<file path="src/rtl/bus_master_port_pkg.sv">
// Shared types and constants for the CPU-side bus master port:
// FSM state encoding, error-cause codes and the default timeout limit.
package bus_master_port_pkg;

  typedef enum logic [1:0] {
    ST_IDLE = 2'b00,
    ST_REQ  = 2'b01,
    ST_DONE = 2'b10,
    ST_ERR  = 2'b11
  } bus_state_e;

  localparam logic [1:0] ERR_NONE    = 2'b00;
  localparam logic [1:0] ERR_ADR     = 2'b01;
  localparam logic [1:0] ERR_TIMEOUT = 2'b10;

  localparam int unsigned TIMEOUT_DEFAULT = 255;

  typedef struct packed {
    logic        we;
    logic [31:0] adr;
    logic [31:0] dat;
  } bus_req_t;

endpackage

</file>
<file path="src/rtl/bus_master_port_timeout.sv">
// Cycle counter for an outstanding strobe; expired_o flags the last allowed
// cycle so the FSM can abort on that same edge. LIMIT=0 never expires.
module bus_timeout_counter #(
  parameter int unsigned LIMIT = 255,
  parameter int unsigned TO_W  = 8
) (
  input  logic clk_i,
  input  logic rst_i,
  input  logic clr_i,
  input  logic en_i,
  output logic expired_o
);

  localparam logic [TO_W-1:0] LAST = (LIMIT == 0) ? '0 : TO_W'(LIMIT - 1);

  logic [TO_W-1:0] cnt_q, cnt_d;

  // Next count: clear has priority over increment.
  always_comb begin
    cnt_d = cnt_q;
    if (clr_i) begin
      cnt_d = '0;
    end else if (en_i) begin
      cnt_d = cnt_q + TO_W'(1);
    end else begin
      cnt_d = cnt_q;
    end
  end

  // Count register.
  always_ff @(posedge clk_i or negedge rst_i) begin
    if (!rst_i) begin
      cnt_q <= '0;
    end else begin
      cnt_q <= cnt_d;
    end
  end

  assign expired_o = (LIMIT != 0) && (cnt_q == LAST);

endmodule

</file>
<file path="src/rtl/bus_master_port.sv">
// CPU-side bus initiator: registers one load/store, holds stb until ack,
// and reports address-decode errors or missing acks as a bus-error pulse.
module bus_master_port
  import bus_master_port_pkg::*;
#(
  parameter int unsigned TIMEOUT_CYCLES = TIMEOUT_DEFAULT,
  parameter int unsigned TO_W           = 8
) (
  input  logic        clk_i,
  input  logic        rst_i,
  input  logic        cpu_req_i,
  input  logic        cpu_we_i,
  input  logic [31:0] cpu_adr_i,
  input  logic [31:0] cpu_dat_i,
  output logic [31:0] cpu_dat_o,
  output logic        cpu_ready_o,
  output logic        cpu_err_o,
  output logic        cpu_busy_o,
  output logic [1:0]  err_cause_o,
  output logic [31:0] err_adr_o,
  output logic        master_stb_o,
  output logic        master_we_o,
  output logic [31:0] master_adr_o,
  output logic [31:0] master_dat_o,
  input  logic [31:0] master_dat_i,
  input  logic        master_ack_i,
  input  logic        adr_err_i
);

  bus_state_e  state_q;
  bus_req_t    req_q;
  logic [31:0] rdat_q;
  logic [31:0] err_adr_q;
  logic [1:0]  cause_q;
  logic        stb_q;
  logic        busy_q;
  logic        ready_q;
  logic        err_q;
  logic        expired_s;

  // Counter is held clear while idle, so each request starts from zero.
  bus_timeout_counter #(
    .LIMIT (TIMEOUT_CYCLES),
    .TO_W  (TO_W)
  ) u_timeout (
    .clk_i     (clk_i),
    .rst_i     (rst_i),
    .clr_i     (state_q == ST_IDLE),
    .en_i      (state_q == ST_REQ),
    .expired_o (expired_s)
  );

  // Transaction FSM with all CPU- and bus-facing outputs registered.
  always_ff @(posedge clk_i or negedge rst_i) begin
    if (!rst_i) begin
      state_q   <= ST_IDLE;
      req_q     <= '0;
      rdat_q    <= '0;
      err_adr_q <= '0;
      cause_q   <= ERR_NONE;
      stb_q     <= 1'b0;
      busy_q    <= 1'b0;
      ready_q   <= 1'b0;
      err_q     <= 1'b0;
    end else begin
      ready_q <= 1'b0;
      err_q   <= 1'b0;
      case (state_q)
        ST_IDLE: begin
          if (cpu_req_i) begin
            req_q   <= '{we: cpu_we_i, adr: cpu_adr_i, dat: cpu_dat_i};
            cause_q <= ERR_NONE;
            stb_q   <= 1'b1;
            busy_q  <= 1'b1;
            state_q <= ST_REQ;
          end else begin
            state_q <= ST_IDLE;
          end
        end
        ST_REQ: begin
          // Decode error beats ack, ack beats a same-cycle timeout.
          if (adr_err_i) begin
            stb_q     <= 1'b0;
            err_q     <= 1'b1;
            cause_q   <= ERR_ADR;
            err_adr_q <= req_q.adr;
            state_q   <= ST_ERR;
          end else if (master_ack_i) begin
            stb_q   <= 1'b0;
            ready_q <= 1'b1;
            if (!req_q.we) begin
              rdat_q <= master_dat_i;
            end
            state_q <= ST_DONE;
          end else if (expired_s) begin
            stb_q     <= 1'b0;
            err_q     <= 1'b1;
            cause_q   <= ERR_TIMEOUT;
            err_adr_q <= req_q.adr;
            state_q   <= ST_ERR;
          end else begin
            state_q <= ST_REQ;
          end
        end
        ST_DONE, ST_ERR: begin
          busy_q  <= 1'b0;
          state_q <= ST_IDLE;
        end
        default: begin
          stb_q   <= 1'b0;
          busy_q  <= 1'b0;
          state_q <= ST_IDLE;
        end
      endcase
    end
  end

  assign cpu_dat_o    = rdat_q;
  assign cpu_ready_o  = ready_q;
  assign cpu_err_o    = err_q;
  assign cpu_busy_o   = busy_q;
  assign err_cause_o  = cause_q;
  assign err_adr_o    = err_adr_q;
  assign master_stb_o = stb_q;
  assign master_we_o  = req_q.we;
  assign master_adr_o = req_q.adr;
  assign master_dat_o = req_q.dat;

endmodule

</file>
<file path="config.mk">
export PLATFORM = sky130hd
export DESIGN_NAME = bus_master_port
export DESIGN_NICKNAME = d
export VERILOG_FILES = /design/src/rtl/bus_master_port_pkg.sv /design/src/rtl/bus_master_port_timeout.sv /design/src/rtl/bus_master_port.sv
export SDC_FILE = /design/constraint.sdc
export NUM_CORES = 1
export LEC_CHECK = 0
export BUFFER_PORTS_ARGS = -buffer_cell sky130_fd_sc_hd__buf_2
export CORE_MARGIN = 2
export CORE_UTILIZATION = 53
export CTS_CLUSTER_DIAMETER = 150
export CTS_CLUSTER_SIZE = 40
export DETAILED_ROUTE_END_ITERATION = 8
export GPL_TIMING_DRIVEN = 1
export PLACE_DENSITY_LB_ADDON = 0.1
export RECOVER_POWER = 100
export SETUP_SLACK_MARGIN = 0.05
export SYNTH_ARGS = -nofsm -noshare
export SYNTH_HDL_FRONTEND = slang
export SYNTH_SLANG_ARGS = --single-unit
</file>
<file path="constraint.sdc">
create_clock -name clk_i -period 3.5 [get_ports clk_i]
set_input_delay 0.525 -clock clk_i [delete_from_list [all_inputs] [get_ports clk_i]]
set_output_delay 0.525 -clock clk_i [all_outputs]
set_load 0.02 [all_outputs]
</file>
-- After elaboration in Yosys (flattened, before gate mapping)
Index checks and enable logic that the tools add are counted.
W data, S select, Z words.
- bits in registers: 145
- input bits: 102
- output and inout port bits: 135
- logic and storage cells: 63
- $add $sub $neg: 1
- equality and inequality tests: 9
- muxes and demuxes: 28
- bitwise logic cells: 2
- reductions and logical operators: 11
- operator list (kind ; count):
    $mux W32 ; 3
    $mux W8 ; 2
    $mux W2 ; 7
    $mux W1 ; 12
    $add A8 B1 Y8 const B ; 1
    $eq A8 B8 Y1 const B ; 1
    $reduce_and A4 Y1 ; 2
    $ne A3 B3 Y1 const B ; 2
    $pmux W2 S3 ; 1
    $reduce_and A3 Y1 ; 2
    $reduce_bool A2 Y1 ; 3
    $eq A2 B2 Y1 const B ; 2
    $ne A4 B4 Y1 const B ; 1
    $pmux W1 S2 ; 2
    $pmux W2 S2 ; 1
    $reduce_and A2 Y1 ; 2
    $eq A2 B1 Y1 const B ; 1
    $logic_not A2 Y1 ; 1
    $ne A2 B1 Y1 const B ; 1
    $ne A2 B2 Y1 const B ; 1
    $not A1 Y1 ; 2
    $reduce_or A2 Y1 ; 1

-- Depth between registers and ports, before layout
Gate-level depths: netlist of the first run.
- depth in word-level cells: 5
- depth in mapped cells: 7
- gate-level depth less buffers: 5

-- Cells and area by module
From an unflattened synthesis of the first run, not the netlist that was laid out.
- cell total of the unflattened synthesis: 345
- area, all modules: 5575.3 µm²
- modules (own cells, without submodules) (module ; instances ; cells an instance ; area an instance (µm²) ; sequential area each (µm²)):
    bus_master_port ; 1 ; 304 ; 5165.0 ; 3428.3
    bus_timeout_counter ; 1 ; 41 ; 410.4 ; 200.2

-- Least setup slack after synthesis of the first run
No wires, ideal clock.
- path type: input -> register
- start point: in adr_err_i
- end point: reg rdat_q[0] (netlist: cpu_dat_o[0])
- data arrival time: 1.636 ns
- data required time: 3.375 ns
- slack: 1.739 ns
- stages: 5
- buffers on the path: 2
- cells stage by stage: clkbuf_1 > nand2b_1 > nor3_2 > buf_4 > mux2_2
- longest elaborated chain between the ends: 2
- RTL lines (element ; line ; RTL):
    start, declared ; bus_master_port.sv:27 ; input logic adr_err_i
    $not A1 Y1 (no line) ; -- ;
    $reduce_and A4 Y1 (no line) ; -- ;
    end signal, assigned ; bus_master_port.sv:92 ; rdat_q <= master_dat_i;
    end, declared ; bus_master_port.sv:32 ; logic [31:0] rdat_q;
No other way between the ends.
A chain may end at the register's enable or synchronous reset.

-- Worst setup path after layout of the first run
- start point: reg state_q[1]
- end point: reg err_adr_q[24] (netlist: err_adr_o[24])
- longest elaborated chain between the ends: 2
- RTL lines (element ; line ; RTL):
    start, declared ; bus_master_port.sv:30 ; bus_state_e state_q;
    start signal, assigned ; bus_master_port.sv:56 ; state_q <= ST_IDLE;
    start signal, assigned ; bus_master_port.sv:75 ; state_q <= ST_REQ;
    start signal, assigned ; bus_master_port.sv:77 ; state_q <= ST_IDLE;
    $eq A2 B1 Y1 ; bus_master_port.sv:68 ; case (state_q)
    $reduce_and A3 Y1 (no line) ; -- ;
    end signal, assigned ; bus_master_port.sv:86 ; err_adr_q <= req_q.adr;
    end signal, assigned ; bus_master_port.sv:99 ; err_adr_q <= req_q.adr;
    end, declared ; bus_master_port.sv:33 ; logic [31:0] err_adr_q;
No other way between the ends.

==> impl_metrics.prom, run 1 <==
# TYPE chip_impl_metric gauge
chip_impl_metric{name="max_clock_freq",unit="GHz"} 0.355
chip_impl_metric{name="timing.clock.skew",unit="ns"} 0.00731
chip_impl_metric{name="final.min_clock_period",unit="ns"} 2.81
chip_impl_metric{name="setup_tns",unit="ns"} 0
chip_impl_metric{name="timing.final.setup_violations",unit=""} 0
chip_impl_metric{name="crit_buf_inv",unit=""} 2
chip_impl_metric{name="num_io_pins",unit=""} 237
chip_impl_metric{name="worst-r2r-cell-count",unit=""} 5
chip_impl_metric{name="path_clk_slew",unit="ns"} 0.06
chip_impl_info{name="endpoint_kind",value="flop"} 1
chip_impl_metric{name="synthArstFlopShare",unit="%"} 100
chip_impl_metric{name="post_route_cells_drive_above_1_share",unit="%"} 29.5
chip_impl_metric{name="synthCells",unit=""} 512
chip_impl_metric{name="fp.dieH",unit="µm"} 114
chip_impl_metric{name="drv_cap",unit=""} 2
chip_impl_metric{name="detailedPlace.worstSlack",unit="ns"} 1.10
chip_impl_metric{name="drtIter0Drc",unit=""} 394
chip_impl_info{name="synth.area.top_cells",value="sky130_fd_sc_hd__dfrtp_1 57%, sky130_fd_sc_hd__mux2_2 13%, sky130_fd_sc_hd__and4b_1 5.2%"} 1
chip_impl_metric{name="route.antenna.remaining_nets",unit=""} 0
chip_impl_metric{name="buffer_ports.inserted",unit=""} 236
chip_impl_metric{name="hold-worst-slack",unit="ns"} 0.320
chip_impl_metric{name="fillCellCount",unit=""} 952
chip_impl_metric{name="grt_first_pass_wirelength",unit="µm"} 26000
chip_impl_metric{name="drt_wl_total",unit="µm"} 16400
chip_impl_metric{name="power_switching_share",unit="%"} 41.1
chip_impl_metric{name="synth_area_per_cell",unit="µm²"} 12.5
chip_impl_metric{name="crit_required",unit="ns"} 3.85
chip_impl_metric{name="number_of_global_route_vias_before_repair",unit=""} 5190
chip_impl_info{name="critical_path.slowest_cell",value="sky130_fd_sc_hd__nor2b_1"} 1
chip_impl_metric{name="globalplace.congestion",unit=""} 0.772
chip_impl_metric{name="power.share.combinational",unit="%"} 39.6
chip_impl_metric{name="worst_path_largest_cell_delay",unit="ns"} 1.12
chip_impl_metric{name="internal_portion_of_total_power",unit="mW"} 5.07
chip_impl_metric{name="leakage_component_of_the_power",unit="nW"} 3.51
chip_impl_metric{name="worst_pin_slew",unit="ns"} 1.87
chip_impl_info{name="highest_layer",value="met4"} 1
chip_impl_metric{name="crit_arrival",unit="ns"} 3.16
chip_impl_metric{name="antenna_found_initial",unit=""} 0
chip_impl_info{name="dominant_synthesized_flop_cell",value="sky130_fd_sc_hd__dfrtp_1"} 1
chip_impl_metric{name="globalRoute.totalOverflow",unit=""} 0
chip_impl_metric{name="synth_sequential_area_ratio",unit="%"} 56.9
chip_impl_metric{name="power_per_cell_area",unit="mW/mm²"} 1060
chip_impl_metric{name="multi_input_comb_area",unit="mm²"} 0.00254
chip_impl_metric{name="area_growth_from_synthesis_to_layout",unit="%"} 27.8
chip_impl_info{name="crit-reg2reg-capture",value="err_adr_o[24]"} 1
chip_impl_metric{name="detailed_place_hpwl",unit="µm"} 10800
chip_impl_metric{name="grt_max_degree",unit=""} 76
chip_impl_info{name="critical_path.top_delay_family",value="simple AND/OR/NAND/NOR gates"} 1
chip_impl_metric{name="worst_hold_path.num_cells",unit=""} 2
chip_impl_metric{name="placed_cells",unit=""} 863
chip_impl_info{name="final_cell_mix",value="145 x sky130_fd_sc_hd__dfrtp_1, 137 x sky130_fd_sc_hd__clkbuf_1, 100 x sky130_fd_sc_hd__buf_2, 74 x sky130_fd_sc_hd__mux2_2, 37 x sky130_fd_sc_hd__a21oi_1"} 1
chip_impl_metric{name="worst_slew_margin_rel",unit="%"} -25.0
chip_impl_metric{name="ctsResizeCount",unit=""} 0
chip_impl_metric{name="core.rowCount",unit=""} 40
chip_impl_info{name="worstPathCellList",value="clkbuf_2 -> nor2b_1 -> buf_4 -> nand4_1 -> nand3_1"} 1
chip_impl_metric{name="postCtsSetupBuffers",unit=""} 0
chip_impl_info{name="final_common_cell",value="sky130_fd_sc_hd__dfrtp_1"} 1
chip_impl_metric{name="clock_latency",unit="ns"} 0.42
chip_impl_metric{name="core_region_area",unit="mm²"} 0.0119
chip_impl_metric{name="initial_core_util",unit="%"} 53.8
chip_impl_metric{name="detailroute.via_count",unit=""} 5196
chip_impl_metric{name="grtUsageTotal",unit="%"} 25.6
chip_impl_metric{name="n_antenna_cell",unit=""} 0
chip_impl_metric{name="ctsLongestPathBuffers",unit=""} 2
chip_impl_metric{name="min_period_over_period",unit="%"} 80.4
chip_impl_metric{name="hold_violations",unit=""} 0
chip_impl_metric{name="dr_wl_met2",unit="µm"} 8400
chip_impl_metric{name="final_util",unit="%"} 68.8
chip_impl_metric{name="cts_max_level",unit=""} 4
chip_impl_metric{name="cts.sinks",unit=""} 145
chip_impl_metric{name="postSynthNetCount",unit=""} 616
chip_impl_metric{name="synth_cell_type_count",unit=""} 35
chip_impl_info{name="ctsRootBufferMaster",value="sky130_fd_sc_hd__clkbuf_16"} 1
chip_impl_metric{name="register_area",unit="mm²"} 0.00363
chip_impl_info{name="hold_path_class",value="input pin to flop"} 1
chip_impl_metric{name="route.met3.wl",unit="µm"} 1130
chip_impl_metric{name="via_per_inst",unit=""} 5.81
chip_impl_metric{name="power_frac_seq",unit="%"} 36.2
chip_impl_metric{name="synth_edf_count",unit=""} 0
chip_impl_metric{name="switching_power",unit="mW"} 3.53
chip_impl_metric{name="cts_made_buffers",unit=""} 17
chip_impl_metric{name="yosys_warnings",unit=""} 0
chip_impl_info{name="violations",value="max-capacitance violations, max-slew violations"} 1
chip_impl_metric{name="critical_path_peak_fanout",unit=""} 32
chip_impl_info{name="min_to",value="cpu_dat_o[8]"} 1
chip_impl_metric{name="power.ir.vdd_worst",unit="V"} 0.000630
chip_impl_info{name="status",value="complete, but fails checks"} 1
chip_impl_metric{name="post-synth-top-area-fraction",unit="%"} 56.9
chip_impl_metric{name="hold_buffer_count_at_cts",unit=""} 0
chip_impl_metric{name="route.layer.met1.wl",unit="µm"} 6650
chip_impl_metric{name="postLayoutSetupSlackWorst",unit="ns"} 0.687
chip_impl_metric{name="design_area",unit="mm²"} 0.00816
chip_impl_metric{name="final_cells",unit=""} 895
chip_impl_info{name="cts_tree",value="done"} 1
chip_impl_metric{name="power_frac_clock",unit="%"} 24.2
chip_impl_metric{name="drc_errors",unit=""} 0
chip_impl_metric{name="die_area",unit="mm²"} 0.0129
chip_impl_metric{name="fp.dieW",unit="µm"} 114
chip_impl_metric{name="total_power",unit="mW"} 8.60
chip_impl_metric{name="wl_per_cell",unit="µm"} 18.4
chip_impl_metric{name="post_synth_design_cell_area",unit="mm²"} 0.00638
chip_impl_info{name="worstReg2RegStart",value="state_q[1]"} 1
chip_impl_info{name="setup.worst_path.start_class",value="flop"} 1
chip_impl_metric{name="timing_max_transition_violations_final",unit=""} 117
chip_impl_metric{name="drt_pre_antenna_iters",unit=""} 5
chip_impl_metric{name="nets",unit=""} 839
chip_impl_info{name="synth_top_area_cell",value="sky130_fd_sc_hd__dfrtp_1"} 1
chip_impl_info{name="worst-setup-path-type",value="flop to flop"} 1
chip_impl_metric{name="placement.cell_area",unit="mm²"} 0.00768
chip_impl_info{name="unrepaired_setup_endpoints_after_global_routing",value="no"} 1
chip_impl_info{name="hold_start",value="master_dat_i[8]"} 1
chip_impl_metric{name="register_bit_total_from_synthesis",unit=""} 145
chip_impl_metric{name="worst-r2r-setup-slack",unit="ns"} 0.69
## layout make-up
class | count | share of cell area (%)
clock inverter | 15 | 3.13
timing repair buffer | 251 | 13.6
multi-input combinational | 316 | 31.1
inverter | 4 | 0.184
sequential | 145 | 44.5
tap | 147 | 2.26
clock buffer | 17 | 5.22
## flip-flops by register name, indices dropped and copies added, names as in the netlist
register         count
cpu_busy_o           1
master_dat_o        32
master_we_o          1
cpu_err_o            1
cpu_ready_o          1
err_adr_o           32
err_cause_o          2
u_timeout.cnt_q      8
master_adr_o        32
cpu_dat_o           32
state_q              2
master_stb_o         1
## power by group through the flow
stage	clock, mW	sequential, mW	combinational [mW]
final	2.08	3.12	3.41
after detailed placement	0	3.11	3.64
after global routing	2.19	3.23	3.66
after global placement	0	3.06	3.55
after CTS	2.11	3.10	3.66
after floorplan	0	3.97	1.45
## kinds of logic (layout without fill, tap and decap cells)
| logic type | after synthesis | in the layout | share of synthesized area [%] |
|---|---|---|---|
| compound gates | 87 | 87 | 8.41 |
| xor+xnor | 1 | 1 | 0.137 |
| fa+ha+maj | 2 | 2 | 0.392 |
| buf+inv | 51 | 287 | 3.39 |
| flops | 145 | 145 | 56.9 |
| mux | 97 | 97 | 17.1 |
| simple gates | 129 | 129 | 13.7 |
## Yosys cell counts (4+ instances only)
master                       n
sky130_fd_sc_hd__a21oi_1    37
sky130_fd_sc_hd__and4b_1    33
sky130_fd_sc_hd__buf_2      10
sky130_fd_sc_hd__clkbuf_1   31
sky130_fd_sc_hd__dfrtp_1   145
sky130_fd_sc_hd__mux2_1     22
sky130_fd_sc_hd__mux2_2     75
sky130_fd_sc_hd__nand2_1    10
sky130_fd_sc_hd__nand3_1    35
sky130_fd_sc_hd__nand4_1    33
sky130_fd_sc_hd__nor2_1      4
sky130_fd_sc_hd__o211ai_1   34
sky130_fd_sc_hd__o21ai_0    10
## routing by layer
layer	vias up	GRT usage (%)
met5	-	0
met4	0	9.27
met3	21	5.84
met2	221	43.4
met1	2575	32.5
li1	2379	-
## worst max path at each step
stage / to / depth (start not counted) / slack [ns] / startpoint
after global routing: cpu_dat_o[11] / 4 / 0.48 / state_q[0]
after global placement: cpu_dat_o[0] / 4 / 1.18 / state_q[1]
after CTS: cpu_dat_o[28] / 4 / 1.08 / state_q[0]
after detailed placement: cpu_dat_o[28] / 4 / 1.10 / state_q[0]
after floorplan: cpu_dat_o[0] / 5 / 1.74 / adr_err_i
final: err_adr_o[24] / 5 / 0.69 / state_q[1]
## worst register-to-register path, stage by stage (launching register included)
cell and delay, ns:
sky130_fd_sc_hd__dfrtp_1 0.48, sky130_fd_sc_hd__clkbuf_2 0.42, sky130_fd_sc_hd__nor2b_1 1.13, sky130_fd_sc_hd__buf_4 0.45
sky130_fd_sc_hd__nand4_1 0.15, sky130_fd_sc_hd__nand3_1 0.12
Note: power is estimated with default switching activity, not from simulation.
==> run 2, diff against run 1 <==
ABC_AREA = 1   (was unset)
CORE_UTILIZATION = 43   (was 53)
clock period = 2.4 ns   (was 3.5 ns; I/O delays follow)
==> impl_metrics.prom, run 2 <==
# TYPE chip_impl_metric gauge
chip_impl_metric{name="synthCells",unit=""} 508
chip_impl_metric{name="internal_portion_of_total_power",unit="mW"} 7.00
chip_impl_metric{name="cts_made_buffers",unit=""} 17
chip_impl_metric{name="wl_per_cell",unit="µm"} 14.7
chip_impl_metric{name="hold-worst-slack",unit="ns"} 0.173
chip_impl_metric{name="register_bit_total_from_synthesis",unit=""} 145
chip_impl_metric{name="path_clk_slew",unit="ns"} 0.06
chip_impl_metric{name="yosys_warnings",unit=""} 0
chip_impl_metric{name="grt_first_pass_wirelength",unit="µm"} 22700
chip_impl_metric{name="detailroute.via_count",unit=""} 4356
chip_impl_metric{name="detailed_place_hpwl",unit="µm"} 9720
chip_impl_metric{name="drv_cap",unit=""} 1
chip_impl_metric{name="post_synth_design_cell_area",unit="mm²"} 0.00563
chip_impl_metric{name="postSynthNetCount",unit=""} 612
chip_impl_metric{name="clock_latency",unit="ns"} 0.42
chip_impl_info{name="status",value="complete, but fails checks"} 1
chip_impl_metric{name="power_switching_share",unit="%"} 39.3
chip_impl_metric{name="core_region_area",unit="mm²"} 0.0127
chip_impl_metric{name="route.layer.met1.wl",unit="µm"} 5800
chip_impl_metric{name="max_clock_freq",unit="GHz"} 0.494
chip_impl_metric{name="multi_input_comb_area",unit="mm²"} 0.00178
chip_impl_metric{name="synth_sequential_area_ratio",unit="%"} 64.5
chip_impl_metric{name="crit_arrival",unit="ns"} 2.32
chip_impl_metric{name="synth_area_per_cell",unit="µm²"} 11.1
chip_impl_metric{name="die_area",unit="mm²"} 0.0140
chip_impl_info{name="yosys.cell_count.top_type",value="sky130_fd_sc_hd__nand2_1"} 1
chip_impl_metric{name="cts_max_level",unit=""} 4
chip_impl_metric{name="hold_violations",unit=""} 0
chip_impl_metric{name="drt_pre_antenna_iters",unit=""} 4
chip_impl_info{name="worstPathCellList",value="nor2_1 -> nand2_1 -> clkbuf_1 -> mux2_2"} 1
chip_impl_info{name="critical_path.slowest_cell",value="sky130_fd_sc_hd__clkbuf_1"} 1
chip_impl_metric{name="post-synth-top-area-fraction",unit="%"} 64.5
chip_impl_metric{name="power_frac_seq",unit="%"} 37.2
chip_impl_metric{name="grt_max_degree",unit=""} 71
chip_impl_info{name="highest_layer",value="met4"} 1
chip_impl_metric{name="final.min_clock_period",unit="ns"} 2.02
chip_impl_info{name="synth.area.top_cells",value="sky130_fd_sc_hd__dfrtp_1 64%, sky130_fd_sc_hd__mux2_2 12%, sky130_fd_sc_hd__nand2_1 12%"} 1
chip_impl_metric{name="post_route_cells_drive_above_1_share",unit="%"} 26.6
chip_impl_metric{name="buffer_ports.inserted",unit=""} 236
chip_impl_metric{name="drc_errors",unit=""} 0
chip_impl_metric{name="hold_buffer_count_at_cts",unit=""} 1
chip_impl_metric{name="synth_edf_count",unit=""} 0
chip_impl_metric{name="drt_wl_total",unit="µm"} 13800
chip_impl_metric{name="drtIter0Drc",unit=""} 264
chip_impl_metric{name="total_power",unit="mW"} 11.5
chip_impl_info{name="cts_tree",value="done"} 1
chip_impl_metric{name="globalRoute.totalOverflow",unit=""} 0
chip_impl_metric{name="crit_buf_inv",unit=""} 1
chip_impl_metric{name="timing.clock.skew",unit="ns"} 0.00782
chip_impl_metric{name="leakage_component_of_the_power",unit="nW"} 3.71
chip_impl_metric{name="dr_wl_met2",unit="µm"} 6730
chip_impl_metric{name="register_area",unit="mm²"} 0.00363
chip_impl_metric{name="critical_path_peak_fanout",unit=""} 19
chip_impl_metric{name="worst_slew_margin_rel",unit="%"} -7.09
chip_impl_info{name="critical_path.top_delay_family",value="buffers and inverters"} 1
chip_impl_metric{name="nets",unit=""} 853
chip_impl_info{name="synth_top_cells_by_count",value="185 x sky130_fd_sc_hd__nand2_1, 145 x sky130_fd_sc_hd__dfrtp_1, 62 x sky130_fd_sc_hd__mux2_2"} 1
chip_impl_metric{name="route.met3.wl",unit="µm"} 1060
chip_impl_metric{name="grtUsageTotal",unit="%"} 20.4
chip_impl_metric{name="postCtsSetupBuffers",unit=""} 0
chip_impl_metric{name="timing.final.setup_violations",unit=""} 0
chip_impl_metric{name="power.share.combinational",unit="%"} 36.6
chip_impl_metric{name="ctsLongestPathBuffers",unit=""} 2
chip_impl_info{name="dominant_synthesized_flop_cell",value="sky130_fd_sc_hd__dfrtp_1"} 1
chip_impl_metric{name="cts.sinks",unit=""} 145
chip_impl_metric{name="ctsResizeCount",unit=""} 0
chip_impl_info{name="synth_top_area_cell",value="sky130_fd_sc_hd__dfrtp_1"} 1
chip_impl_metric{name="setup_tns",unit="ns"} 0
chip_impl_metric{name="initial_core_util",unit="%"} 44.2
chip_impl_metric{name="fp.dieH",unit="µm"} 118
chip_impl_metric{name="switching_power",unit="mW"} 4.54
chip_impl_info{name="ctsRootBufferMaster",value="sky130_fd_sc_hd__clkbuf_16"} 1
chip_impl_info{name="final_cell_mix",value="187 x sky130_fd_sc_hd__nand2_1, 145 x sky130_fd_sc_hd__dfrtp_1, 138 x sky130_fd_sc_hd__clkbuf_1, 101 x sky130_fd_sc_hd__buf_2, 62 x sky130_fd_sc_hd__mux2_2"} 1
chip_impl_info{name="violations",value="max-capacitance violations, max-slew violations"} 1
chip_impl_metric{name="worst_path_largest_cell_delay",unit="ns"} 0.76
chip_impl_metric{name="power_frac_clock",unit="%"} 26.3
chip_impl_metric{name="power.ir.vdd_worst",unit="V"} 0.000802
chip_impl_metric{name="via_per_inst",unit=""} 4.66
chip_impl_info{name="unrepaired_setup_endpoints_after_global_routing",value="no"} 1
chip_impl_metric{name="globalplace.congestion",unit=""} 0.800
chip_impl_metric{name="synth_cell_type_count",unit=""} 22
chip_impl_metric{name="synthArstFlopShare",unit="%"} 100
chip_impl_info{name="setup.worst_path.start_class",value="flop"} 1
chip_impl_metric{name="worst_pin_slew",unit="ns"} 1.61
chip_impl_info{name="hold_path_class",value="input pin to flop"} 1
chip_impl_metric{name="design_area",unit="mm²"} 0.00747
chip_impl_metric{name="power_per_cell_area",unit="mW/mm²"} 1540
chip_impl_info{name="final_common_cell",value="sky130_fd_sc_hd__nand2_1"} 1
chip_impl_metric{name="core.rowCount",unit=""} 41
chip_impl_metric{name="fp.dieW",unit="µm"} 118
chip_impl_metric{name="area_growth_from_synthesis_to_layout",unit="%"} 32.8
chip_impl_metric{name="fillCellCount",unit=""} 1160
chip_impl_info{name="worst-setup-path-type",value="flop to flop"} 1
chip_impl_metric{name="crit_required",unit="ns"} 2.70
chip_impl_metric{name="min_period_over_period",unit="%"} 84.3
chip_impl_metric{name="timing_max_transition_violations_final",unit=""} 69
chip_impl_metric{name="antenna_found_initial",unit=""} 1
chip_impl_metric{name="number_of_global_route_vias_before_repair",unit=""} 4530
chip_impl_metric{name="placement.cell_area",unit="mm²"} 0.00698
chip_impl_info{name="endpoint_kind",value="flop"} 1
chip_impl_metric{name="num_io_pins",unit=""} 237
chip_impl_metric{name="route.antenna.remaining_nets",unit=""} 0
run 2: cell count changes after synthesis, sizes merged, moves of 29 or more:
cell,before,now
o211ai,34,0
mux2,97,62
and4b,33,0
clkbuf,32,3
nand4,33,1
a21oi,37,6
nand2,10,189
run 2: metrics by stage:
step	util [%]	worst slack, ns	cells
floorplan	-	1.06	508
global placement	54.9	0.519	901
detailed placement	54.9	0.443	901
CTS	60.4	0.440	934
global route	58.7	0.163	935
finish	58.7	0.376	935
run 2: area by class of cell:
type	count	area share, %
diodes	1	0.0335
clock buffers	23	6.53
clock inverters	9	2.68
inverters	16	0.804
multi-input cells	325	23.9
flip-flops and latches	145	48.6
well taps	172	2.88
repair buffers	244	14.6
run 2: worst reg2reg max path: stages (launching register included):
cell and delay [ns]:
sky130_fd_sc_hd__dfrtp_1 0.41, sky130_fd_sc_hd__nor2_1 0.13, sky130_fd_sc_hd__nand2_1 0.17, sky130_fd_sc_hd__clkbuf_1 0.77, sky130_fd_sc_hd__mux2_2 0.43
run 2: metal layers:
metal,vias up,global-route usage [%]
met5,-,0
met4,0,6.62
met3,13,7.38
met2,164,33.8
met1,2062,24.8
li1,2117,-
run 2: path summary, 6_finish.rpt:
check	from	to	slack, ns	cells after the start
min in group asynchronous	rst_i	u_timeout.cnt_q[6]	0.90	2
min reg2reg	cpu_dat_o[0]	cpu_dat_o[0]	0.47	2
max in group asynchronous	rst_i	master_dat_o[25]	0.51	3
max	state_q[1]	master_adr_o[3]	0.38	4
min	cpu_adr_i[5]	master_adr_o[5]	0.17	2
max reg2reg	state_q[1]	master_adr_o[3]	0.38	4
run 2: logic make-up (layout without fill, tap and decap cells):
logic type | count (synthesis) | count (layout) | synth area share (%)
AOI/OAI and AO/OA | 12 | 12 | 1.11
adders and majority gates | 2 | 2 | 0.445
buffers and inverters | 38 | 292 | 3.47
DFF | 145 | 145 | 64.5
muxes | 62 | 62 | 12.4
other | 0 | 1 | 0
and+or+nand+nor | 249 | 249 | 18.1
run 2: power groups by stage:
| stage | Clock, mW | Sequential [mW] | Combinational (mW) |
|---|---|---|---|
| after floorplan | 0 | 5.59 | 1.57 |
| after detailed placement | 0 | 4.28 | 4.62 |
| after global routing | 3.20 | 4.45 | 4.60 |
| after CTS | 3.09 | 4.27 | 4.64 |
| final | 3.03 | 4.29 | 4.22 |
| after global placement | 0 | 4.25 | 4.56 |
